**src/rtl/registro_tablero.sv**
```systemverilog
// rtl/registro_tablero.sv - 2048 board register: move sequencing, tile spawn, win/lose tracking
module registro_tablero (
  input  logic        clk,
  input  logic        rst,
  input  logic        mov_valido,
  input  logic [2:0]  direccion,
  input  logic        reiniciar,
  input  logic        cargar,
  input  logic [31:0] matriz_carga  [4][4],
  input  logic [31:0] matriz_movida [4][4],
  input  logic [31:0] gano_in,
  input  logic [31:0] perdio_in,
  output logic [31:0] matriz_actual [4][4],
  output logic [2:0]  selector,
  output logic        ocupado,
  output logic        gano_juego,
  output logic        perdio_juego,
  output logic [15:0] movimientos
);

  typedef enum logic [2:0] {INIT, IDLE, MOVE, CHECK, SPAWN, EVAL, WIN, LOSE} estado_t;

  estado_t     estado, estado_sig;
  logic [15:0] lfsr;
  logic [31:0] temp [4][4];
  logic [1:0]  pendientes;
  logic [3:0]  idx;
  logic [3:0]  escaneos;
  logic [31:0] valor;
  logic        dir_legal, iguales, celda_libre, muestrear;

  assign dir_legal   = direccion inside {3'b001, 3'b010, 3'b011, 3'b100};
  assign celda_libre = (matriz_actual[idx[3:2]][idx[1:0]] == 32'd0);
  assign ocupado     = (estado != IDLE) && (estado != WIN) && (estado != LOSE);

  always_comb begin
    iguales = 1'b1;
    for (int r = 0; r < 4; r++)
      for (int c = 0; c < 4; c++)
        if (temp[r][c] != matriz_actual[r][c]) iguales = 1'b0;
  end

  // A fresh cell/value pair is drawn whenever SPAWN is entered anew or after a successful write
  assign muestrear = (estado_sig == SPAWN) && ((estado != SPAWN) || celda_libre);

  always_ff @(posedge clk or negedge rst) begin
    if (!rst) estado <= INIT;
    else      estado <= estado_sig;
  end

  always_comb begin
    estado_sig = estado;
    if (reiniciar) begin
      estado_sig = INIT;
    end else begin
      case (estado)
        INIT:  estado_sig = SPAWN;
        IDLE:  if (!cargar && mov_valido && dir_legal) estado_sig = MOVE;
        MOVE:  estado_sig = CHECK;
        CHECK: estado_sig = iguales ? IDLE : SPAWN;
        SPAWN: begin
          if (celda_libre)              estado_sig = (pendientes == 2'd1) ? EVAL : SPAWN;
          else if (escaneos == 4'd15)   estado_sig = EVAL;
        end
        EVAL: begin
          if (gano_in != 32'd0)         estado_sig = WIN;
          else if (perdio_in != 32'd0)  estado_sig = LOSE;
          else                          estado_sig = IDLE;
        end
        default: estado_sig = estado;
      endcase
    end
  end

  always_ff @(posedge clk or negedge rst) begin
    if (!rst) begin
      lfsr         <= 16'hACE1;
      selector     <= 3'b000;
      gano_juego   <= 1'b0;
      perdio_juego <= 1'b0;
      movimientos  <= 16'd0;
      pendientes   <= 2'd0;
      idx          <= 4'd0;
      escaneos     <= 4'd0;
      valor        <= 32'd0;
      for (int r = 0; r < 4; r++)
        for (int c = 0; c < 4; c++) begin
          matriz_actual[r][c] <= 32'd0;
          temp[r][c]          <= 32'd0;
        end
    end else begin
      lfsr <= {lfsr[14:0], lfsr[15] ^ lfsr[13] ^ lfsr[12] ^ lfsr[10]};

      if (muestrear) begin
        idx      <= lfsr[3:0];
        valor    <= (lfsr[7:4] == 4'd0) ? 32'd4 : 32'd2;
        escaneos <= 4'd0;
      end else if (estado == SPAWN) begin
        idx      <= idx + 4'd1;
        escaneos <= escaneos + 4'd1;
      end

      if (reiniciar) begin
        selector     <= 3'b000;
        gano_juego   <= 1'b0;
        perdio_juego <= 1'b0;
        movimientos  <= 16'd0;
      end else begin
        case (estado)
          INIT: begin
            pendientes <= 2'd2;
            for (int r = 0; r < 4; r++)
              for (int c = 0; c < 4; c++)
                matriz_actual[r][c] <= 32'd0;
          end
          IDLE: begin
            if (cargar)                        matriz_actual <= matriz_carga;
            else if (mov_valido && dir_legal)  selector <= direccion;
          end
          MOVE: temp <= matriz_movida;
          CHECK: begin
            selector <= 3'b000;
            if (!iguales) begin
              matriz_actual <= temp;
              pendientes    <= 2'd1;
              if (movimientos != 16'hFFFF) movimientos <= movimientos + 16'd1;
            end
          end
          SPAWN: begin
            if (celda_libre) begin
              matriz_actual[idx[3:2]][idx[1:0]] <= valor;
              pendientes <= pendientes - 2'd1;
            end
          end
          EVAL: begin
            if (gano_in != 32'd0)        gano_juego   <= 1'b1;
            else if (perdio_in != 32'd0) perdio_juego <= 1'b1;
          end
          default: ;
        endcase
      end
    end
  end

endmodule
```
**config.mk**
```make
export PLATFORM = sky130hd
export DESIGN_NAME = registro_tablero
export DESIGN_NICKNAME = d
export VERILOG_FILES = /design/src/rtl/registro_tablero.sv
export SDC_FILE = /design/constraint.sdc
export NUM_CORES = 2
export LEC_CHECK = 0
export BUFFER_PORTS_ARGS = -buffer_cell sky130_fd_sc_hd__buf_2
export CAP_MARGIN = 10
export CORE_AREA = 2 2 635 637
export CTS_CLUSTER_DIAMETER = 100
export DETAILED_ROUTE_END_ITERATION = 10
export DIE_AREA = 0 0 637 639
export GPL_TIMING_DRIVEN = 0
export PLACE_DENSITY = 0.34
export SLEW_MARGIN = 40
export SYNTH_ARGS = -nofsm -noshare
export SYNTH_HDL_FRONTEND = slang
export SYNTH_SLANG_ARGS = --single-unit
```
**constraint.sdc**
```tcl
create_clock -name clk -period 10.8 [get_ports clk]
set_clock_uncertainty 0.1 [all_clocks]
set_input_delay 2.16 -clock clk [delete_from_list [all_inputs] [get_ports clk]]
set_output_delay 2.16 -clock clk [all_outputs]
set_load 0.05 [all_outputs]
```
# [Word-level counts from Yosys, hierarchy flattened]
# Index checks and enable logic that the tools add are counted.
# Widths: inputs -> output; s select.
[word_totals] reg_bits=1106 in_bits=1096 word_cells=191 latchBits=0 romBits=0 ramBits=0 n_memories=0
[classes] magnitude_cmp=4 multipliers=0 n_reduce_logical=32 mux=63 shifts=0 addsub=4 div=0 eq_ne=40 bitwise=6
[op_table] op="$pmux 512 s4" n=1
[op_table] op="$mux 512" n=3
[op_table] op="$bwmux 512" n=1
[op_table] op="$ne 32x32->1" n=16
[op_table] op="$mux 128" n=3
[op_table] op="$bmux 128 s2" n=1
[op_table] op="$demux 128 s2" n=1
[op_table] op="$mux 32" n=3
[op_table] op="$bmux 32 s2" n=1
[op_table] op="$demux 32 s2" n=1
[op_table] op="$mux 16" n=4
[op_table] op="$reduce_bool 32->1" n=2
[op_table] op="$mux 3" n=11
[op_table] op="$logic_not 32->1" n=1
[op_table] op="$mux 1" n=24
[op_table] op="$pmux 3 s6" n=1
[op_table] op="$add 16x1->16 const B" n=1
[op_table] op="$mux 4" n=4
[op_table] op="$ne 16x16->1 const B" n=1
[op_table] op="$ne 3x3->1 const B" n=5
[op_table] op="$eq 3x2->1 const B" n=4
[op_table] op="$eq 3x3->1 const B" n=4
[op_table] op="$reduce_bool 2->1" n=6
[op_table] op="$ne 2x2->1 const B" n=5
[op_table] op="other kinds (25)" n=45

# [Depth between registers and ports, before layout]
[depth] word_depth=23 depth_mapped=15

# [Least setup slack after synthesis]
# Ideal clock, no wire load.
[synth_path] path_type="flip-flop to output port" start="register estado[2]" end="output ocupado" slack_ps=6353 stages_incl_launch_ff=8 required_ps=8540 t_arrival_ps=2187 path_cell_list="dfrtp_1 -> clkbuf_1 -> nand2b_1 -> clkbuf_1 -> nor2_1 -> clkbuf_1 -> clkbuf_1 -> a21oi_1"
[synth_between] elab_chain_len=3 elab_cells_between_ends=5 classes_between="eq/ne (3); reduce/logical (2)"
[synth_lines] element="start: declaration" line="23" source="estado_t estado, estado_sig;"
[synth_lines] element="start signal: assignment" line="48" source="else estado <= estado_sig;"
[synth_lines] element="$ne 3x1->1 / $ne 3x3->1 (equally long branches)" line="34" source="assign ocupado = (estado != IDLE) && (estado != WIN) && (estado != LOSE);"
[synth_lines] element="$logic_and 1x1->1" line="34"
[synth_lines] element="$logic_and 1x1->1 *" line="34"
[synth_lines] element="end: declaration" line="15" source="output logic ocupado,"
# Mark *: on every way between the ends. The rest lies on a longest branch, timed or not.

# [Final worst setup path]
[layout_path] start="register idx[2]" end="register matriz_actual[287] in the netlist's numbering"
[layout_between] elab_chain_len=10 elab_cells_between_ends=18 classes_between="order compare (2); eq/ne (1); mux (11); bitwise (1); reduce/logical (3)"
[layout_lines] element="start: declaration" line="27" source="logic [3:0] idx;"
[layout_lines] element="start signal: assignment" line="95" source="idx <= lfsr[3:0];"
[layout_lines] element="start signal: assignment" line="99" source="idx <= idx + 4'd1;"
[layout_lines] element="$not 2->3 (implied by the code) *" line="33, 131"
[layout_lines] element="$bmux 128 s2" line="33" source="assign celda_libre = (matriz_actual[idx[3:2]][idx[1:0]] == 32'd0);"
[layout_lines] element="$mux 128 (implied by the code) (2 in a row)" line="33"
[layout_lines] element="$bmux 32 s2" line="33"
[layout_lines] element="$mux 32 (implied by the code) (2 in a row)" line="33"
[layout_lines] element="$logic_not 32->1" line="33"
[layout_lines] element="$ne 2x2->1 (no source line)"
[layout_lines] element="$reduce_and 5->1 (no source line)"
[layout_lines] element="end signal: assignment" line="117" source="if (cargar) matriz_actual <= matriz_carga;"
[layout_lines] element="end signal: assignment" line="124" source="matriz_actual <= temp;"
[layout_lines] element="end signal: indexed assignment" line="131" source="matriz_actual[idx[3:2]][idx[1:0]] <= valor;"
[layout_lines] element="end: declaration" line="13" source="output logic [31:0] matriz_actual [4][4],"
# Mark *: on every way between the ends. The rest lies on a longest branch, timed or not. The select of a mux whose other input is x is not followed.
# A chain may end at the register's enable or synchronous reset.

==> insert_results.sql <==
INSERT INTO impl_metrics (metric_group, metric, value, unit) VALUES
('routing', 'postRouteWirelength', '566000', 'um'),
('synthesis', 'synth_async_sr_flop_share', '100', '%'),
('cells_and_area', 'drive_above_1_share', '50.0', '%'),
('clock_network', 'ctsResizeCount', '0', ''),
('synthesis', 'post_synthesis_instance_area', '0.0512', 'mm2'),
('routing', 'via_per_inst', '4.36', ''),
('routing', 'first_iter_violations', '5000', ''),
('clock_network', 'cts_num_sinks', '1076', ''),
('clock_network', 'clock_tree.root_cell', 'clkbuf_16', ''),
('pwr', 'post-layout-total-power', '30600', 'uW'),
('pwr', 'peakVddDrop', '0.000172', 'V'),
('hold_path', 'timing.hold.worst.class', 'reg2reg', ''),
('global_routing', 'antenna_found_initial', '516', ''),
('placement', 'post_dp_hpwl', '496000', 'um'),
('synthesis', 'yosys.cell_types.count', '62', ''),
('routing', 'postRouteAntennaNets', '0', ''),
('setup_path', 'crit_required', '11480', 'ps'),
('clock_network', 'clock_latency', '940', 'ps'),
('sta', 'worst_slew_pin_slew', '1120', 'ps'),
('pwr', 'cell_internal_pwr', '13000', 'uW'),
('synthesis', 'synthesis.instances', '4068', ''),
('setup_path', 'crit_arrival', '8070', 'ps'),
('flow_run', 'cap_viol_max_count', '0', ''),
('synthesis', 'synth_warnings', '0', ''),
('routing', 'routed-via-count', '50500', ''),
('pwr', 'power-per-cell-area', '398', 'mW/mm2'),
('sta', 'timing.final.hold_violations', '0', ''),
('floorplan', 'io_pins', '1630', ''),
('sta', 'slew_violations', '0', ''),
('sta', 'final.period_utilization', '68.4', '%'),
('placement', 'io_buffer_count', '1629', ''),
('sta', 'worst_slew_margin_rel', '24.5', '%'),
('clock_network', 'hold_buffers', '0', ''),
('synthesis', 'synth_most_common_cell', 'dfrtp_1', ''),
('clock_network', 'cts_tree', 'done', ''),
('global_routing', 'grt_pass1_vias', '50000', ''),
('clock_network', 'clock_path_buffers', '4', ''),
('setup_path', 'worstSetupStartpointType', 'flop', ''),
('pwr', 'netSwitchingPower', '17600', 'uW'),
('synthesis', 'synth_top_cells_by_area', 'dfrtp_1 (52%), mux2_2 (11%), xor2_1 (9.0%)', ''),
('sta', 'setup-tns-final', '0', 'ps'),
('pwr', 'combinational_cell_fraction_of_total_power', '55.0', '%'),
('synthesis', 'part_of_the_yosys_area_used_for_sequential_elements', '52.7', '%'),
('pwr', 'p_clk_share', '18.8', '%'),
('global_routing', 'grt_pass1_wl', '682000', 'um'),
('run_status', 'run_status', 'completed', ''),
('floorplan', 'floorplan.die_area', '0.407', 'mm2'),
('floorplan', 'start_util', '12.8', '%'),
('synthesis', 'synth.largest_area_cell', 'dfrtp_1', ''),
('clock_network', 'ctsHtreeMaxLevel', '4', ''),
('global_routing', 'grt_max_degree', '93', ''),
('floorplan', 'die_height', '639', 'um'),
('sta', 'max_freq', '0.135', 'GHz'),
('sta', 'layout_min_cycle_time', '7390', 'ps'),
('synthesis', 'number_of_storage_elements_in_the_synthesis_netlist', '1076', ''),
('routing', 'avgRoutedWirePerCell', '48.9', 'um'),
('cells_and_area', 'area_delta_synth_final', '50.1', '%'),
('global_routing', 'grt_overflow', '0', ''),
('synthesis', 'synth.avg_cell_area', '12.6', 'um2'),
('pwr', 'power.static_leakage', '0.0343', 'uW'),
('setup_path', 'critical_path.endpoint_type', 'flop', ''),
('routing', 'detail_route.first_pass.iterations', '7', ''),
('sta', 'setup_viol', '0', ''),
('clock_network', 'postCtsSetupRepairBufs', '0', ''),
('pwr', 'seq_power_share', '26.2', '%'),
('clock_network', 'cts_inserted_buffers', '160', ''),
('synthesis', 'synth_common_cells', 'dfrtp_1 (1068), xor2_1 (525), mux2_2 (517)', ''),
('pwr', 'power.switching_fraction', '57.5', '%'),
('synthesis', 'syn-num-nets', '5171', ''),
('synthesis', 'post-synth-top-area-fraction', '52.2', '%'),
('cells_and_area', 'fin_nets', '7092', ''),
('sta', 'rsz0062_at_grt', 'no', ''),
('floorplan', 'fp.coreArea', '0.401', 'mm2'),
('placement', 'globalplace.congestion', '0.925', ''),
('floorplan', 'rows', '233', ''),
('global_routing', 'grt_use_total', '26.9', '%'),
('routing', 'post-route-drc-count', '0', ''),
('synthesis', 'number_of_synthesized_flops_with_an_enable_pin', '0', ''),
('synthesis', 'synth_ff_type', 'dfrtp_1', ''),
('setup_path', 'crit_path_max_fanout', '10', ''),
('floorplan', 'die_width', '637', 'um'),
('clock_network', 'clkTransAtPathRegs', '60', 'ps'),
('cells_and_area', 'fin_util', '19.2', '%'),
('setup_path', 'criticalPathCategory', 'reg2reg', '');
cell type report:
type	count	area, um2
well taps	5287	6620
clock inverters	58	910
flip-flops and latches	1076	26900
plain buffers	302	1640
fillers	44100	324000
inverters	7	26.3
clock buffers	226	4660
multi-input cells	2683	25300
repair buffers	1759	10200
diodes	180	450
through the flow:
step	worst slack (ps)	instances	area, um2	hold slack [ps]
floorplan	6350	4068	51200	231
global placement	-20020	11000	65900	240
detailed placement	3610	11100	70700	245
CTS	3570	11400	76300	253
global route	3660	11500	76500	261
finish	3410	11600	76800	253
critical path, stage by stage, from the launching register on:
cell and delay [ps]:
dfrtp_1 320, clkbuf_2 550, buf_2 710, clkbuf_4 640, buf_2 770, a21oi_1 210
o21ai_0 760, nand4_1 290, a222oi_1 570, a21oi_2 320, a221o_1 410, o21bai_4 250
buf_6 210, buf_2 350, buf_2 460, o2bb2ai_1 240
path summary, 6_finish.rpt:
path                               startpoint                              to  slack [ps]  cells past startpoint
setup reg to reg           idx[2]$_DFFE_PN0P_  matriz_actual[287]$_DFFE_PN0P_        3410                     15
max in group asynchronous                 rst  matriz_actual[439]$_DFFE_PN0P_        7600                      5
min in group asynchronous                 rst     movimientos[10]$_DFFE_PN0P_        1010                      1
hold / removal              lfsr[6]$_DFF_PN1_               lfsr[7]$_DFF_PN1_         250                      0
hold reg to reg             lfsr[6]$_DFF_PN1_               lfsr[7]$_DFF_PN1_         250                      0
setup / recovery           idx[2]$_DFFE_PN0P_  matriz_actual[287]$_DFFE_PN0P_        3410                     15
power by group through the flow:
stage          Sequential, uW  Clock [uW]  Combinational (uW)
3_3_place_gp             7720           0               16000
6_report                 8010        5750               16800
3_5_place_dp             8030           0               17000
2_1_floorplan            8460           0                4750
4_1_cts                  7980        5880               17100
5_1_grt                  8150        6020               17000
registers in the layout (all words and copies together), names as in the netlist:
name,count
movimientos,16
estado,3
idx,4
selector,3
gano_juego,1
matriz_actual,512
valor,2
lfsr,16
pendientes,2
perdio_juego,1
escaneos,4
temp,512
cell usage in the layout (no fill, tap or decap), types with 34 or more instances in the layout:
master,synthesis,routed
diode_2,0,180
nand4_1,59,59
buf_4,0,34
a222oi_1,34,34
clkbuf_1,204,139
clkbuf_8,0,41
mux2_2,517,517
nor4_1,242,169
xor2_4,0,42
nor2_1,58,56
nor4_2,0,73
dfrtp_1,1068,1066
a22oi_1,481,481
o2bb2ai_1,512,512
nand2_1,44,44
clkbuf_2,0,78
buf_2,55,1696
buf_16,0,39
xor2_2,0,161
xor2_1,525,322
clkbuf_16,0,160
buf_6,38,49
cells by family after synthesis:
group                      share of synthesized area (%)
adders and majority gates                          0.171
muxes                                               11.6
DFF                                                 52.7
buffers and inverters                               2.96
xor gates and xnor gates                            9.14
AOI/OAI and AO/OA                                   18.1
and+or+nand+nor                                     5.44
per-layer routing:
| layer | track usage, % | wire length, um |
|---|---|---|
| met1 | 31.6 | 221000 |
| met2 | 46.3 | 276000 |
| met3 | 7.16 | 40400 |
| met4 | 10.7 | 27800 |
| met5 | 0 | 1090 |
(Power assumes the default switching activity.)
